==> config.mk <==
export PLATFORM = sky130hd
export DESIGN_NAME = hram_cmd_parser
export DESIGN_NICKNAME = d
export VERILOG_FILES = /design/src/rtl/hram_cmd_parser.sv
export SDC_FILE = /design/constraint.sdc
export NUM_CORES = 1
export LEC_CHECK = 0
export BUFFER_PORTS_ARGS = -buffer_cell sky130_fd_sc_hd__clkbuf_2
export CAP_MARGIN = 25
export CELL_PAD_IN_SITES_DETAIL_PLACEMENT = 1
export CELL_PAD_IN_SITES_GLOBAL_PLACEMENT = 1
export CORE_ASPECT_RATIO = 2
export CORE_UTILIZATION = 43
export CTS_CLUSTER_SIZE = 10
export DETAILED_ROUTE_END_ITERATION = 12
export HOLD_SLACK_MARGIN = 0.06
export PLACE_DENSITY = 0.85
export REMOVE_ABC_BUFFERS = 1
export SLEW_MARGIN = 0
export SYNTH_ARGS = -nofsm -noshare
export SYNTH_HDL_FRONTEND = slang
export SYNTH_SLANG_ARGS = --single-unit
==> constraint.sdc <==
create_clock -name clk -period 7.61 [get_ports clk]
set_input_delay 0.761 -clock clk [delete_from_list [all_inputs] [get_ports clk]]
set_output_delay 0.761 -clock clk [all_outputs]
set_load 0.1 [all_outputs]
==> src/rtl/hram_cmd_parser.sv <==
// hram_cmd_parser: UART frame to HyperRAM command engine; HRAM_CMD_TIMEOUT_EN enables the inter-byte gap timeout.
module hram_cmd_parser #(
  parameter int TIMEOUT_CYCLES = 120000,
  parameter int MEM_TIMEOUT = 4096,
  parameter logic [31:0] SIGNATURE = 32'h01010101
) (
  input  logic        clk,
  input  logic        reset,
  input  logic [7:0]  rx_data,
  input  logic        rx_valid,
  output logic [7:0]  tx_data,
  output logic        tx_start,
  input  logic        tx_ready,
  output logic [31:0] addr,
  output logic [31:0] wr_d,
  output logic        wr_req,
  output logic        rd_req,
  input  logic        busy,
  input  logic [31:0] rd_d,
  input  logic        rd_rdy,
  output logic        frame_err,
  output logic        cmd_active
);
  localparam logic [2:0] COLLECT = 3'd0, EXEC = 3'd1, MEM_ISSUE = 3'd2, MEM_WAIT = 3'd3, SEND = 3'd4, TX_HOLD = 3'd5;
  logic [2:0] state, bcnt;
  logic [39:0] frame;
  logic [31:0] reply, rd_latch, count, mcnt, arg;
  logic [7:0] op;
  logic [1:0] tcnt;
  logic is_rd, busy_q, mem_to, gap_to, issue;
  assign op = frame[39:32];
  assign arg = frame[31:0];
  assign mem_to = mcnt == 32'(MEM_TIMEOUT - 1);
  // A request never fires in the same cycle the memory budget runs out
  assign issue = state == MEM_ISSUE && !busy && !mem_to;
  assign wr_req = issue && !is_rd;
  assign rd_req = issue && is_rd;
  assign tx_start = state == SEND && tx_ready;
  assign tx_data = reply[31:24];
  assign cmd_active = state != COLLECT;
`ifdef HRAM_CMD_TIMEOUT_EN
  logic [31:0] gap;
  always_ff @(posedge clk or posedge reset)
    if (reset) gap <= '0;
    else gap <= state != COLLECT || rx_valid || bcnt == 3'd0 || gap_to ? '0 : gap + 32'd1;
  assign gap_to = state == COLLECT && bcnt != 3'd0 && !rx_valid && gap == 32'(TIMEOUT_CYCLES - 1);
`else
  assign gap_to = TIMEOUT_CYCLES < 0;
`endif
  always_ff @(posedge clk or posedge reset)
    if (reset) begin
      state <= COLLECT;
      bcnt <= '0;
      frame <= '0;
      reply <= '0;
      rd_latch <= '0;
      count <= '0;
      mcnt <= '0;
      tcnt <= '0;
      addr <= '0;
      wr_d <= '0;
      is_rd <= 1'b0;
      busy_q <= 1'b0;
      frame_err <= 1'b0;
    end else begin
      busy_q <= busy;
      frame_err <= rx_valid && state != COLLECT;
      case (state)
        COLLECT:
          if (rx_valid) begin
            frame <= {frame[31:0], rx_data};
            bcnt <= bcnt == 3'd4 ? 3'd0 : bcnt + 3'd1;
            state <= bcnt == 3'd4 ? EXEC : COLLECT;
          end else if (gap_to) begin
            bcnt <= 3'd0;
            frame_err <= 1'b1;
          end
        EXEC: begin
          mcnt <= '0;
          tcnt <= '0;
          is_rd <= op == 8'h05;
          state <= op == 8'h03 || op == 8'h05 ? MEM_ISSUE : SEND;
          case (op)
            8'h01: begin addr <= arg; reply <= arg; end
            8'h02: begin wr_d <= arg; reply <= arg; end
            8'h04: reply <= rd_latch;
            8'h06: begin reply <= count; count <= count + 32'd1; end
            8'h07: reply <= SIGNATURE;
            8'h03, 8'h05: ;
            default: begin reply <= 32'hFFFFFFFF; frame_err <= 1'b1; end
          endcase
        end
        MEM_ISSUE: begin
          mcnt <= mcnt + 32'd1;
          if (mem_to) begin
            reply <= 32'hDEADDEAD;
            frame_err <= 1'b1;
            state <= SEND;
          end else if (!busy) state <= MEM_WAIT;
        end
        MEM_WAIT: begin
          mcnt <= mcnt + 32'd1;
          if (is_rd && rd_rdy) begin
            rd_latch <= rd_d;
            reply <= rd_d;
            state <= SEND;
          end else if (!is_rd && busy_q && !busy) begin
            reply <= 32'h00000003;
            state <= SEND;
          end else if (mem_to) begin
            reply <= 32'hDEADDEAD;
            frame_err <= 1'b1;
            state <= SEND;
          end
        end
        SEND:
          if (tx_ready) begin
            reply <= {reply[23:0], 8'h00};
            tcnt <= tcnt + 2'd1;
            state <= tcnt == 2'd3 ? COLLECT : TX_HOLD;
          end
        TX_HOLD: if (!tx_ready) state <= SEND;
        default: state <= COLLECT;
      endcase
    end
endmodule

==> results.py <==
metrics = {
    "timing": {
        "drv_slew": 0,
        "finalSetupTns_ns": 0,
        "tightest_slew_ns": 1.09,
        "max_freq_mhz": 248,
        "period_share": 0.530,
        "skew_ns": 0.0157,
        "rsz0062_at_grt": "no",
        "finalCriticalPeriod_ns": 4.03,
        "max_slew_margin": 0.266,
        "setup-violations-final": 0,
        "hold_viol": 0,
    },
    "detailed_routing": {
        "routed_wl_microns": 37200,
        "maxUsedRoutingLayer": "met4",
        "wire_per_inst_microns": 24.8,
        "antenna_left": 0,
        "num_vias": 9422,
        "wl_met3_microns": 1370,
        "drt_first_iter_violations": 627,
        "drcViolationCount": 0,
        "met1_length_microns": 13000,
        "firstDrtPassIters": 5,
        "route.met2.wl_microns": 20100,
        "viasPerCell": 6.27,
    },
    "synthesis": {
        "synth.top_cell.area_share": 0.513,
        "synth.most_common_cell": "dfrtp_1",
        "ys_types": 68,
        "synth_common_cells": "243 x dfrtp_1, 121 x mux2_1, 80 x nand2_1",
        "syn_area_sq_um": 11900,
        "synth_cells": 1054,
        "synth_ff_type": "dfrtp_1",
        "ys_seq_elements": 243,
        "synth_edf_count": 0,
        "ys_warn_count": 0,
        "yosys-top-cells-area": "dfrtp_1 51%, mux2_1 11%, nand2_1 2.5%, a32o_1 2.4%, mux2_2 2.1%",
        "yosysSeqAreaShare": 0.513,
        "yosys.area.top_type": "dfrtp_1",
        "async_reset_ff_frac": 1.00,
        "synth_area_per_cell_sq_um": 11.3,
    },
    "clock_network": {
        "h-tree-depth": 1,
        "cts.reportedPaths.clkPinSlew_ns": 0.06,
        "cts_tree": "built",
        "cts_hold_buf": 0,
        "postCtsSetupBuffers": 0,
        "cts_resized": 0,
        "root_buffer": "clkbuf_16",
        "cts_num_sinks": 243,
        "clk_path_buf_depth": 3,
        "clk_latency_ns": 0.56,
        "numCtsBuffers": 28,
    },
    "grt": {
        "grt_pass1_vias": 10396,
        "grt_remaining_overflow": 0,
        "antenna_found_initial": 0,
        "grt_usage": 0.272,
        "grt_max_degree": 112,
        "grt_pass1_wl_microns": 59200,
    },
    "worst_setup_path": {
        "endpoint": "rd_req",
        "crit_arrival_ns": 3.27,
        "max_stage_delay_ns": 0.48,
        "slowest_stage": "nand3_1",
        "path_delay_family": "simple AND/OR/NAND/NOR gates",
        "path_class": "reg -> out",
        "cp-startpoint": "mcnt[3]$_DFFE_PP0N_",
        "worstSetupStartpointType": "flip-flop",
        "critical_path_required_ns": 6.85,
        "cp_num_cells": 7,
        "reg2reg_to": "addr[14]$_DFFE_PP0P_",
        "reg2reg_slack_ns": 4.10,
        "cp-end-kind": "primary output",
        "path_max_fanout": 15,
        "worst-path-buf-inv": 2,
        "r2r-start": "frame[36]$_DFFE_PP0P_",
        "cpMostUsedCell": "nand3_1",
        "rr_worst_depth": 6,
        "crit_chain": "nand4_1 > nor4_2 > buf_4 > nand3_1 > nand3_1 > nor3b_1 > clkbuf_2",
    },
    "finish": {
        "final_cells": 1502,
        "antenna_cells": 0,
        "nets": 1205,
        "drive_gt1_frac": 0.192,
        "synthToLayoutAreaGrowth_pct": 14.2,
    },
    "placement": {
        "port_buffers": 122,
        "dp.cells": 1469,
        "place_congestion": 0.880,
        "dpl.hpwl_microns": 26400,
    },
    "pwr": {
        "p_leak_nw": 6.30,
        "vdd_drop_max_mv": 0.328,
        "powerDensity_nw_per_um2": 429,
    },
    "floorplan": {
        "initial_core_util": 0.439,
        "die_area_sq_um": 28300,
        "rows": 85,
        "core-area_sq_um": 27000,
        "die_y_microns": 237,
        "die_w_microns": 119,
        "io_pins": 123,
    },
    "job": {
        "maxCapViolCount": 0,
    },
    "min_path": {
        "worstHoldPathType": "in -> async",
    },
    "run_status": {
        "outcome": "completed",
    },
}
## how the worst min path moves through the flow
stage	end	slack, ns
after global placement	rd_latch[15]$_DFFE_PP0P_	0.46
after global routing	frame[3]$_DFFE_PP0P_	0.42
after CTS	rd_latch[14]$_DFFE_PP0P_	0.40
after detailed placement	addr[28]$_DFFE_PP0P_	0.47
after floorplan	count[31]$_DFFE_PP0P_	0.44
final	rd_latch[6]$_DFFE_PP0P_	0.36
## where the power goes
| group | internal, W | switching [W] |
|---|---|---|
| sequential | 0.00165 | 0.000389 |
| combinational | 0.000675 | 0.00193 |
| clock | 0.000664 | 0.000511 |
| total | 0.00298 | 0.00283 |
## state kept, by name, summed over array words and instances (netlist names), 3 cells and up
name      flops
frame        40
addr         32
count        32
mcnt         32
rd_latch     32
reply        32
wr_d         32
bcnt          3
state         3
## logic make-up (layout without fill, tap and decap cells)
kind of cell    after synthesis  in the layout  share of synthesized area
simple gates                286            286                      0.131
xor+xnor                     39             39                     0.0288
fa+ha+maj                     5              5                    0.00528
compound gates              234            234                      0.141
buf+inv                      91            191                     0.0339
mux                         156            156                      0.147
flops                       243            243                      0.513
## placed cells by master (no fill, tap or decap), drive strengths merged, types with 3 or more instances in the layout
cell type and n:
nand2 80, inv 17, o211ai 6, o22ai 4
xor2 16, a221oi 10, mux2i 13, a211o 5
buf 23, nand4 29, a32o 28, a21oi 38
o31ai 8, a21o 5, nor3 13, nand3 36
a22oi 7, a31oi 6, and4 10, or4 5
o21ai 67, dfrtp 243, mux2 143, a32oi 3
nor4 9, and2 7, nand3b 9, xnor2 23
ha 5, nand2b 13, nor2 48, and3 8
a221o 23, nor2b 3, a22o 8, nor3b 5
clkbuf 151
## stage by stage
step | worst slack, ns | util | total power (W) | hold slack (ns) | area [sq um]
2_1_floorplan | 0.176 | - | 0.00388 | 0.442 | 11500
6_report | 3.58 | 0.501 | 0.00581 | 0.357 | 13500
3_3_place_gp | 4.25 | 0.472 | 0.00452 | 0.462 | 12800
4_1_cts | 3.64 | 0.500 | 0.00582 | 0.398 | 13500
5_1_grt | 3.46 | 0.501 | 0.00605 | 0.423 | 13500
3_5_place_dp | 4.09 | 0.472 | 0.00462 | 0.474 | 12800
## area by class of cell
class / count / area [sq um]
Fill cell: 2957 / 13500
Inverter: 16 / 67.6
Clock buffer: 29 / 726
Clock inverter: 1 / 8.76
Multi-Input combinational cell: 720 / 5420
Timing Repair Buffer: 145 / 812
Sequential cell: 243 / 6080
Tap cell: 348 / 435
## metal layers
metal  vias up  GRT usage
li1       4107          -
met1      4863      0.290
met2       308      0.491
met3       144     0.0299
met4         0      0.196
met5         -          0
No activity file was read; power rests on OpenSTA's default activity.
